<file path="src/rtl/terminal_input_buffer.sv">
// terminal_input_buffer
//   Character-input front end for the Apple-1 video terminal. Characters
//   offered by the host on rd/da are synchronised, acknowledged with a
//   programmable-width active-low rda_n pulse, and queued in a
//   first-word-fall-through FIFO that drains to the display controller
//   over a valid/ready port.
//
// Ports
//   clk_in    system clock, rising edge
//   clr_btn   asynchronous active-low reset
//   rd        host character (stable while da is high)
//   da        host data-available strobe (asynchronous level)
//   rda_n     active-low acknowledge to the host
//   flush     synchronous FIFO clear, active-high
//   ch_data   head-of-FIFO character
//   ch_valid  ch_data holds a character
//   ch_ready  consumer accepts ch_data this cycle
//   count     FIFO occupancy, 0..DEPTH
//   overrun   sticky: a character was held off because the FIFO was full
//
// Build option
//   TIB_CTRL_FILTER_EN  when defined, codes below 0x20 other than CR are
//                       acknowledged but not queued.

module terminal_input_buffer #(
  parameter int DATA_W     = 7,
  parameter int DEPTH      = 16,
  parameter int ACK_CYCLES = 4
) (
  input  logic                    clk_in,
  input  logic                    clr_btn,
  input  logic [DATA_W:1]         rd,
  input  logic                    da,
  output logic                    rda_n,
  input  logic                    flush,
  output logic [DATA_W:1]         ch_data,
  output logic                    ch_valid,
  input  logic                    ch_ready,
  output logic [$clog2(DEPTH):0]  count,
  output logic                    overrun
);

  localparam int AW = $clog2(DEPTH);
  localparam int CW = (ACK_CYCLES > 1) ? $clog2(ACK_CYCLES) : 1;

  typedef enum logic [1:0] {IDLE, CAPTURE, ACK, WAIT_LOW} state_t;

  state_t          state;
  logic [CW-1:0]   ack_cnt;
  logic            da_meta;
  logic            da_s;
  logic [AW:0]     wr_ptr;
  logic [AW:0]     rd_ptr;
  logic [DATA_W:1] mem [DEPTH];
  logic            empty;
  logic            full;
  logic            pop;
  logic            push;
  logic            keep_char;

  // Two-flop synchroniser for the asynchronous host strobe. rd needs none:
  // it is stable for as long as da is high.
  // NOTE: sequential state uses non-blocking assignments so every flop
  // samples pre-edge values regardless of statement order.
  always_ff @(posedge clk_in or negedge clr_btn) begin
    if (!clr_btn) begin
      da_meta <= 1'b0;
      da_s    <= 1'b0;
    end else begin
      da_meta <= da;
      da_s    <= da_meta;
    end
  end

  // Pointers carry an extra wrap bit: equal pointers mean empty, equal
  // indices with differing wrap bits mean full.
  assign empty    = (wr_ptr == rd_ptr);
  assign full     = (wr_ptr[AW-1:0] == rd_ptr[AW-1:0]) && (wr_ptr[AW] != rd_ptr[AW]);
  assign ch_valid = !empty;
  assign ch_data  = mem[rd_ptr[AW-1:0]];
  assign count    = wr_ptr - rd_ptr;
  assign pop      = ch_valid && ch_ready;

  // Control-code filter.
  // NOTE: combinational outputs get a default first so no path leaves them
  // unassigned, which would infer a latch.
  always_comb begin
    keep_char = 1'b1;
`ifdef TIB_CTRL_FILTER_EN
    if ((rd < DATA_W'(8'h20)) && (rd != DATA_W'(8'h0D)))
      keep_char = 1'b0;
`else
    keep_char = 1'b1;
`endif
  end

  // A push racing a flush is dropped; the handshake still completes.
  assign push = (state == CAPTURE) && keep_char && (!full || pop) && !flush;

  always_ff @(posedge clk_in or negedge clr_btn) begin
    if (!clr_btn) begin
      wr_ptr <= '0;
      rd_ptr <= '0;
    end else if (flush) begin
      wr_ptr <= '0;
      rd_ptr <= '0;
    end else begin
      wr_ptr <= wr_ptr + {{AW{1'b0}}, push};
      rd_ptr <= rd_ptr + {{AW{1'b0}}, pop};
    end
  end

  // NOTE: the storage array is reset so ch_data is a known value before the
  // first write; this is a small register file, not an inferred RAM macro.
  always_ff @(posedge clk_in or negedge clr_btn) begin
    if (!clr_btn) begin
      for (int i = 0; i < DEPTH; i++) mem[i] <= '0;
    end else if (push) begin
      mem[wr_ptr[AW-1:0]] <= rd;
    end
  end

  // Host handshake. rda_n is registered so it drops one edge after CAPTURE
  // and is low for exactly ACK_CYCLES cycles.
  always_ff @(posedge clk_in or negedge clr_btn) begin
    if (!clr_btn) begin
      state   <= IDLE;
      ack_cnt <= '0;
      rda_n   <= 1'b1;
      overrun <= 1'b0;
    end else begin
      case (state)
        IDLE: begin
          if (da_s && !full) state <= CAPTURE;
        end
        CAPTURE: begin
          ack_cnt <= CW'(ACK_CYCLES - 1);
          rda_n   <= 1'b0;
          state   <= ACK;
        end
        ACK: begin
          if (ack_cnt == '0) begin
            rda_n <= 1'b1;
            state <= WAIT_LOW;
          end else begin
            ack_cnt <= ack_cnt - 1'b1;
          end
        end
        WAIT_LOW: begin
          // A held da must fall before the next character is taken.
          if (!da_s) state <= IDLE;
        end
        default: state <= IDLE;
      endcase

      if (flush)
        overrun <= 1'b0;
      else if ((state == IDLE) && da_s && full)
        overrun <= 1'b1;
    end
  end

endmodule

</file>
<file path="config.mk">
export PLATFORM = sky130hd
export DESIGN_NAME = terminal_input_buffer
export DESIGN_NICKNAME = d
export VERILOG_FILES = /design/src/rtl/terminal_input_buffer.sv
export SDC_FILE = /design/constraint.sdc
export NUM_CORES = 1
export LEC_CHECK = 0
export ABC_AREA = 1
export CAP_MARGIN = 5
export CORE_MARGIN = 3
export CORE_UTILIZATION = 55
export CTS_CLUSTER_SIZE = 8
export DETAILED_ROUTE_END_ITERATION = 6
export PLACE_DENSITY = 0.87
export SETUP_SLACK_MARGIN = 0.02
export SYNTH_ARGS = -nofsm -noshare
export SYNTH_HDL_FRONTEND = slang
export SYNTH_SLANG_ARGS = --single-unit
</file>
<file path="constraint.sdc">
create_clock -name clk_in -period 2.46 [get_ports clk_in]
set_input_delay 0.738 -clock clk_in [delete_from_list [all_inputs] [get_ports clk_in]]
set_output_delay 0.738 -clock clk_in [all_outputs]
set_load 0.03 [all_outputs]
</file>
Word-level counts from Yosys, hierarchy flattened
Index checks and enable logic that the tools add are counted.

Input bits: 12. Register bits after elaboration: 130. Output and inout port bits: 15. Logic and storage cells: 80.

Add/sub/neg operators: 4. Equality and inequality tests: 10. Reductions and logical operators: 19. Mux-type cells: 18. Magnitude comparators: 3. Bitwise gates (word level): 2.

Operators by type and width (number): 112-bit bitwise mux (1); 7-bit binary-select mux with 4-bit select (1); 7-bit demux with 4-bit select (1); 7-bit 2-to-1 mux (3); 5-bit by 1-bit adder with 5-bit output (2); 5-bit >= comparator (second input constant) (2); 5-bit 2-to-1 mux (2); 4-bit inverter with 5-bit output (2); 1-bit logical AND (8); 2-bit 2-to-1 mux (4); 2-bit inequality test (second input constant) (4); 2-bit case mux with 4 select lines (1); 5-bit equality test (1); 5-bit by 1-bit less-than comparator with 1-bit output (second input constant) (1); 5-bit subtractor (1); 2-bit equality test (second input constant) (2); 4-bit equality test (1); 2-bit logical NOT (2); 2-bit case mux with 2 select lines (1); 2-bit AND reduction (2); 2-bit nonzero test (2); 1-bit logical NOT (3); 1-bit 2-to-1 mux (3); 3-bit AND reduction (1); other kinds (5) (5).

Depth between registers and ports, before layout
Depth in word-level cells: 8. Mapped depth: 16. Mapped depth without buffers: 12.

Worst setup path before layout
OpenSTA, ideal clock, no wires.

Kind: reg-to-output. Start point: register rd_ptr[2]. End point: output port count[3]. Slack: -0.158 ns. Arrival time: 1.880 ns. Data required time: 1.722 ns. Stages on the path, launching flop included: 7. Buffers on the path: 1. Cells stage by stage: dfrtp_1 -> inv_1 -> clkbuf_1 -> ha_1 -> a21oi_1 -> o21ai_0 -> xor2_1.

Longest elaborated chain between the ends: 1.

RTL lines: start, declared (line 53) `logic [AW:0] rd_ptr;`; start signal, assigned (line 109) `rd_ptr <= rd_ptr + {{AW{1'b0}}, pop};`; 5-bit subtractor (line 81) `assign count = wr_ptr - rd_ptr;`; end, declared (line 39) `output logic [$clog2(DEPTH):0] count,`.

Every way passes these cells.

Worst setup path after layout
Start point: register rd_ptr[0]. End point: output port count[4].

The elaborated chain is that of the path after synthesis.

==> flow_summary.yaml <==
die:
  io_pins: 27
  rows: 41
  core_area_um2: 12800
  start_util: 0.568
  die_w_um: 121
  die_h_um: 121
  die_area_um2: 14600
detailed_routing:
  wl_per_cell_um: 17.9
  drt_first_pass_iters: 5
  drtIter0Drc: 862
  drc_errors: 0
  routed_wirelength_um: 20800
  drtAntennaViolNets: 0
  via_count: 7018
  viasPerCell: 6.03
yosys:
  synthFlopType: "dfrtp_1"
  synthArstFlopShare: 1.00
  synth_largest_area_cell: "dfrtp_1"
  synthCells: 939
  synth-seq-area-share: 0.449
  synthTopCellsByArea: "dfrtp_1, nand2_1, nand4_1"
  ys_warn_count: 0
  yosysMostFrequentCell: "nand2_1"
  ys_top_cells_by_count: "nand2_1, dfrtp_1, nand4_1"
  synth.avg_cell_area_um2: 7.72
  netlist_area_um2: 7250
  synth.distinct_cells: 29
  syn_nets: 965
  synth_seq_cells: 130
  synth_top_area_frac: 0.445
  synth-edff-count: 0
finish:
  nFillCells: 964
  final-instance-count-excl-fill: 1164
  drive_above_1_share: 0.164
  antenna_cells: 0
  nets: 1005
  final_util: 0.683
  seqCellArea_um2: 3260
  multi_input_area_um2: 3590
  area_growth_pct: 20.3
outcome:
  violations: "negative setup slack"
  status: "finished with violations"
clock_tree:
  clock-root-buffer: "clkbuf_16"
  cts_tree: "done"
  postCtsHoldBufs: 0
  clockBufferDepth: 2
  numClockSinks: 130
  path_clk_slew_ns: 0.06
  worstSkewPairLatency_ns: 0.43
  h-tree-depth: 4
  numCtsBuffers: 17
power:
  total_power_uw: 7640
  ir_worst_vdd_mv: 0.747
  total_leakage_power_uw: 0.00437
  power_density_nw_per_um2: 877
sta:
  min_period_ns: 2.79
  rsz0062_at_grt: "true"
  setup_violations: 12
  fmax_mhz: 358
  finalCritPeriodShare: 1.14
  slew_headroom: 0.650
  worst_pin_slew_ns: 0.524
  slew_viol_final: 0
  fin_worst_skew_ns: 0.00634
  setup_ws_ns: -0.333
  hold_viol_final: 0
placed_design:
  placed_cells: 1126
  place.gp.congestion: 0.968
  io_buffer_count: 26
  hpwl_um: 13300
worst_hold_path:
  hold_path_class: "in2async"
worst_setup_path:
  crit_path_start_kind: "register"
  worstPathRequired_ns: 1.72
  crit_type: "reg2out"
  end_kind: "primary output"
  crit_fanout: 4
  worstPathArrival_ns: 2.05
global_routing:
  globalRouteOverflowTotal: 0
  grt_max_degree: 56
  grt_pass1_wl_um: 34200
  grtUsageTotal: 0.298
  grt_pass1_vias: 6819
  antenna_found_initial: 0
run:
  drv_cap: 0
[kinds of logic (layout without fill, tap and decap cells)]
| kind of cell | count (synthesis) | after routing | share of synthesized area |
|---|---|---|---|
| AOI/OAI and AO/OA | 40 | 40 | 0.0281 |
| xor gates and xnor gates | 3 | 3 | 0.00362 |
| adders and majority gates | 14 | 14 | 0.0252 |
| buffers and inverters | 102 | 155 | 0.0709 |
| DFF | 130 | 130 | 0.449 |
| and+or+nand+nor | 650 | 650 | 0.423 |
[report_power, final]
part / switching, µW / internal (µW) / total (µW) / leakage, µW
Combinational: 1550 / 909 / 2460 / 0.00229
Clock: 944 / 1770 / 2710 / 0.000306
Sequential: 139 / 2340 / 2480 / 0.00178
Total: 2630 / 5020 / 7640 / 0.00437
[state kept, by name (all words and copies together) (netlist names)]
| name | count |
|---|---|
| ack_cnt | 2 |
| da_meta | 1 |
| da_s | 1 |
| mem | 112 |
| overrun | 1 |
| rd_ptr | 5 |
| rda_n | 1 |
| state | 2 |
| wr_ptr | 5 |
[critical path: stages, from the launching register on]
cell and delay [ns]:
dfrtp_2 0.44, buf_6 0.14, ha_4 0.15, fa_2 0.34, o21ai_2 0.13, buf_4 0.13, xor2_2 0.15, buf_6 0.15
[layer usage]
layer  share of wire  vias up  GRT usage
met5               0        -          0
met4           0.044        0      0.149
met3           0.097      100     0.0720
met2            0.48      438      0.470
met1            0.38     3305      0.383
li1                -     3175          -
[cell type report]
cell class,count,share of cell area
multi-input cells,707,0.412
inverters,39,0.0168
flip-flops and latches,130,0.373
clock inverters,10,0.0178
well taps,172,0.0247
clock buffers,22,0.0544
repair buffers,84,0.101
[through the flow]
stage                     setup WS (ns)  cell area (µm²)  hold WS [ns]  setup TNS (ns)
after floorplan                  0.0468             7330         0.331               0
after global placement           -0.149             7980         0.332          -0.628
after detailed placement         -0.173             7980         0.341          -0.820
after CTS                        -0.354             8710         0.209           -2.54
after global routing             -0.409             8720         0.222           -3.45
final                            -0.333             8720         0.216           -2.42
[path summary, 6_finish.rpt]
kind / from / to / slack, ns / cells after the start
max in group asynchronous: clr_btn / rd_ptr[0] / 1.54 / 2
min: clr_btn / mem[98] / 0.22 / 1
min reg2reg: da_meta / da_s / 0.35 / 0
max: rd_ptr[0] / count[4] / -0.33 / 7
max reg2reg: rd_ptr[1] / rd_ptr[4] / 0.13 / 13
min in group clk_in: da_meta / da_s / 0.35 / 0
[what timing repair did]
action,CTS,global route
buffers inserted,5,1
endpoints found under the setup margin,12,13
pin swaps,4,1
gates resized for setup,34,8
[placed cells by master, fill, tap and decap left out, types with 4 or more instances in the layout]
cell type and count:
nor2_4 18, nand2_1 394, buf_12 16, a21oi_1 16, nand3_4 5, o21ai_0 20
clkdlybuf4s50_1 12, clkbuf_16 17, inv_1 33, nor2_1 65, buf_4 45, clkinv_2 4
ha_1 6, inv_2 6, buf_6 6, nand3_1 31, dfrtp_1 128, nand4_1 113
ha_4 4, nand3_2 12, bufinv_16 4
Note: power is estimated with default switching activity, not from simulation.
==> RTL change 1: new RTL, config.mk and constraints unchanged <==
Build with the macro `TIB_CTRL_FILTER_EN` defined.
--- a/src/rtl/terminal_input_buffer.sv
+++ b/src/rtl/terminal_input_buffer.sv
@@ -21,6 +21,8 @@
 // Build option
 //   TIB_CTRL_FILTER_EN  when defined, codes below 0x20 other than CR are
 //                       acknowledged but not queued.
+
+`define TIB_CTRL_FILTER_EN
 
 module terminal_input_buffer #(
   parameter int DATA_W     = 7,
Function: changed (Yosys sat finds a counterexample within 10 cycles, from zero or initial values).
==> RTL change 1 against the unedited design <==
Largest cell class unchanged. Synthesized cell count is 5.2% lower. Highest routed layer unchanged. Area after synthesis shrank 3.4%. Routed wire length grew 12%. Cell area is 1.2% lower. The run ends with DRC, setup timing left. Sequential cell count is the same. Power down 0.73%. Via count hardly changed. Setup slack got worse by 16 ps.
==> RTL change 1: results (changes against the unedited design) <==
Yosys
  • Syn Inst Count: 890 (was 939)
  • Ranking of synthesized cells by area: dfrtp_1, nand2_1, nand3_1, inv_1, o211ai_1 (was dfrtp_1, nand2_1, nand4_1, nor2_1, nor2_4)
  • Synthesis Warnings: 0 (unchanged)
  • Syn nets: 916 (was 965)
  • Post-synth top cells: nand2_1, nand3_1, dfrtp_1 (was nand2_1, dfrtp_1, nand4_1)
  • Seq/Total Area, Yosys: 0.465 (was 0.449)
  • Yosys cell types: 36 (was 29)
  • Async set-reset flop share out of synthesis: 1.00 (unchanged)

Cells and area
  • Layout cells sized above 1: 0.183 (was 0.164)
  • Nets: 966 (was 1005)
  • Fill cells: 822 (was 964)

Clock network
  • CTS clk-pin slew, worst paths: 60 ps (about the same)
  • Clock tree buffer depth: 2 (unchanged)
  • Later-pin clock latency in the skew report: 420 ps
  • Root Buffer: clkbuf_16 (unchanged)

STA
  • Setup Viol. Count Final: 11 (was 12)
  • Worst Skew: 9.80 ps (was 6.34 ps)
  • Worst Max-Slew Pin Slew: 715 ps (was 524 ps)
  • Setup TNS: -2400 ps (was -2420 ps)
  • Worst setup margin: -348 ps (was -333 ps)

Drt
  • Drt initial violations: 1207 (was 862)
  • Routed len/inst: 20.8 um (was 17.9 um)
  • Drt pass-1 iters: 7 (was 5)
  • Drc violations: 6 (was 0)
  • Vias per inst: 6.27 (was 6.03)
  • Vias: 7015 (was 7018)

Global route
  • Pin count of the biggest net entering global routing: 113 (was 56)
  • First-pass GRT wire length: 32800 um (was 34200 um)
  • Global Route Usage Sum: 0.294 (was 0.298)
  • Number of global-route vias before repair: 6292 (was 6819)
  • Initial antenna violation count: 0 (unchanged)

Hold path
  • HP Class: in2async (unchanged)

Critical path
  • Max FO, Critical Path: 19 (was 4)
  • Worst R2R Path Depth: 11 (was 13)
  • R2r endpoint: mem[9] (was rd_ptr[4])
  • Crit path from: rd_ptr[0] (unchanged)
  • R2r setup slk: 50 ps (was 130 ps)
  • Crit path DAT: 2070 ps (was 2050 ps)
  • CP Capture Point: ch_data[6] (was count[4])
  • R2R Path Start: rd_ptr[1] (unchanged)

Placed design
  • DP Cell Count: 1072 (was 1126)
  • Number of port buffers: 26 (unchanged)
  • HPWL Detailed: 11400 um (was 13300 um)
  • Placed Area: 7530 sq um (was 7980 sq um)
  • GPL Wtd Cong: 0.875 (was 0.968)

Power
  • Peak VDD IR: 0.000634 V (was 0.000747 V)
  • Lkg Pwr: 4.32 nW (was 4.37 nW)

Run status
  • Status: finished with violations (unchanged)
  • Failing checks: DRC, setup timing (was setup timing)
## RTL change 1: cell types whose count changed in the layout (fill, tap and decap cells not counted), moves of 10 or more
cell | unedited run | this run
nand3_1 | 31 | 147
o211ai_1 | 0 | 32
nand4_2 | 0 | 10
nand4_1 | 113 | 4
nor2_4 | 18 | 4
o21ai_1 | 1 | 13
nor2_1 | 65 | 20
nand2_1 | 394 | 283
inv_1 | 33 | 78
## RTL change 1: worst min-delay path by stage
stage                       to  depth (start not counted)    start  slack [ps]
floorplan                 da_s                          0  da_meta         330
global placement          da_s                          0  da_meta         340
detailed placement        da_s                          0  da_meta         340
CTS                 ack_cnt[0]                          1  clr_btn         320
global route        ack_cnt[0]                          1  clr_btn         340
finish              ack_cnt[0]                          1  clr_btn         310
## RTL change 1: layer usage
metal  global-route usage  part of all wire
met1                0.398              0.35
met2                0.460              0.45
met3               0.0608              0.13
met4                0.129             0.063
met5                    0                 0
## RTL change 1: final cells by class
| cell class | instances | area, sq um | area share |
|---|---|---|---|
| timing repair buffer | 83 | 928 | 0.108 |
| tap | 168 | 210 | 0.0244 |
| multi-input combinational | 622 | 3340 | 0.388 |
| sequential | 130 | 3260 | 0.378 |
| clock inverter | 4 | 50.0 | 0.00581 |
| clock buffer | 25 | 505 | 0.0587 |
| inverter | 86 | 324 | 0.0376 |
## RTL change 1: logic make-up after synthesis
group | count (synthesis) | share of synthesized area
flip-flops | 130 | 0.465
XOR/XNOR | 4 | 0.00500
AO/OA/AOI/OAI | 98 | 0.0840
buffers and inverters | 138 | 0.0891
adder cells (fa/ha/maj) | 14 | 0.0261
AND/OR/NAND/NOR | 506 | 0.331
## RTL change 1: metrics by stage
stage / setup slack [ps] / hold slack [ps] / util
detailed placement: -386 / 343 / 0.617
global placement: -303 / 341 / 0.617
global route: -398 / 339 / 0.705
floorplan: 22.7 / 331 / -
finish: -348 / 307 / 0.705
CTS: -177 / 318 / 0.673
## RTL change 1: timing repair
item,in CTS,in global routing
gates resized for setup,35,55
pin swaps,5,34
buffers inserted,0,7
gates cloned,1,9
endpoints found under the setup margin,13,12
## RTL change 1: report_power, final
part | internal (mW) | total (mW) | switching [mW]
Clock | 1.50 | 2.41 | 0.902
Combinational | 1.04 | 2.75 | 1.71
Sequential | 2.32 | 2.43 | 0.117
Total | 4.86 | 7.59 | 2.73
## RTL change 1: worst max-delay path: stages, from the launching register on
cell     delay [ps]
dfrtp_2         470
buf_6           140
buf_12          150
a21oi_2         180
o21ai_1         130
nand3_1         160
nand3_2         130
nand2_1         110
buf_4           160
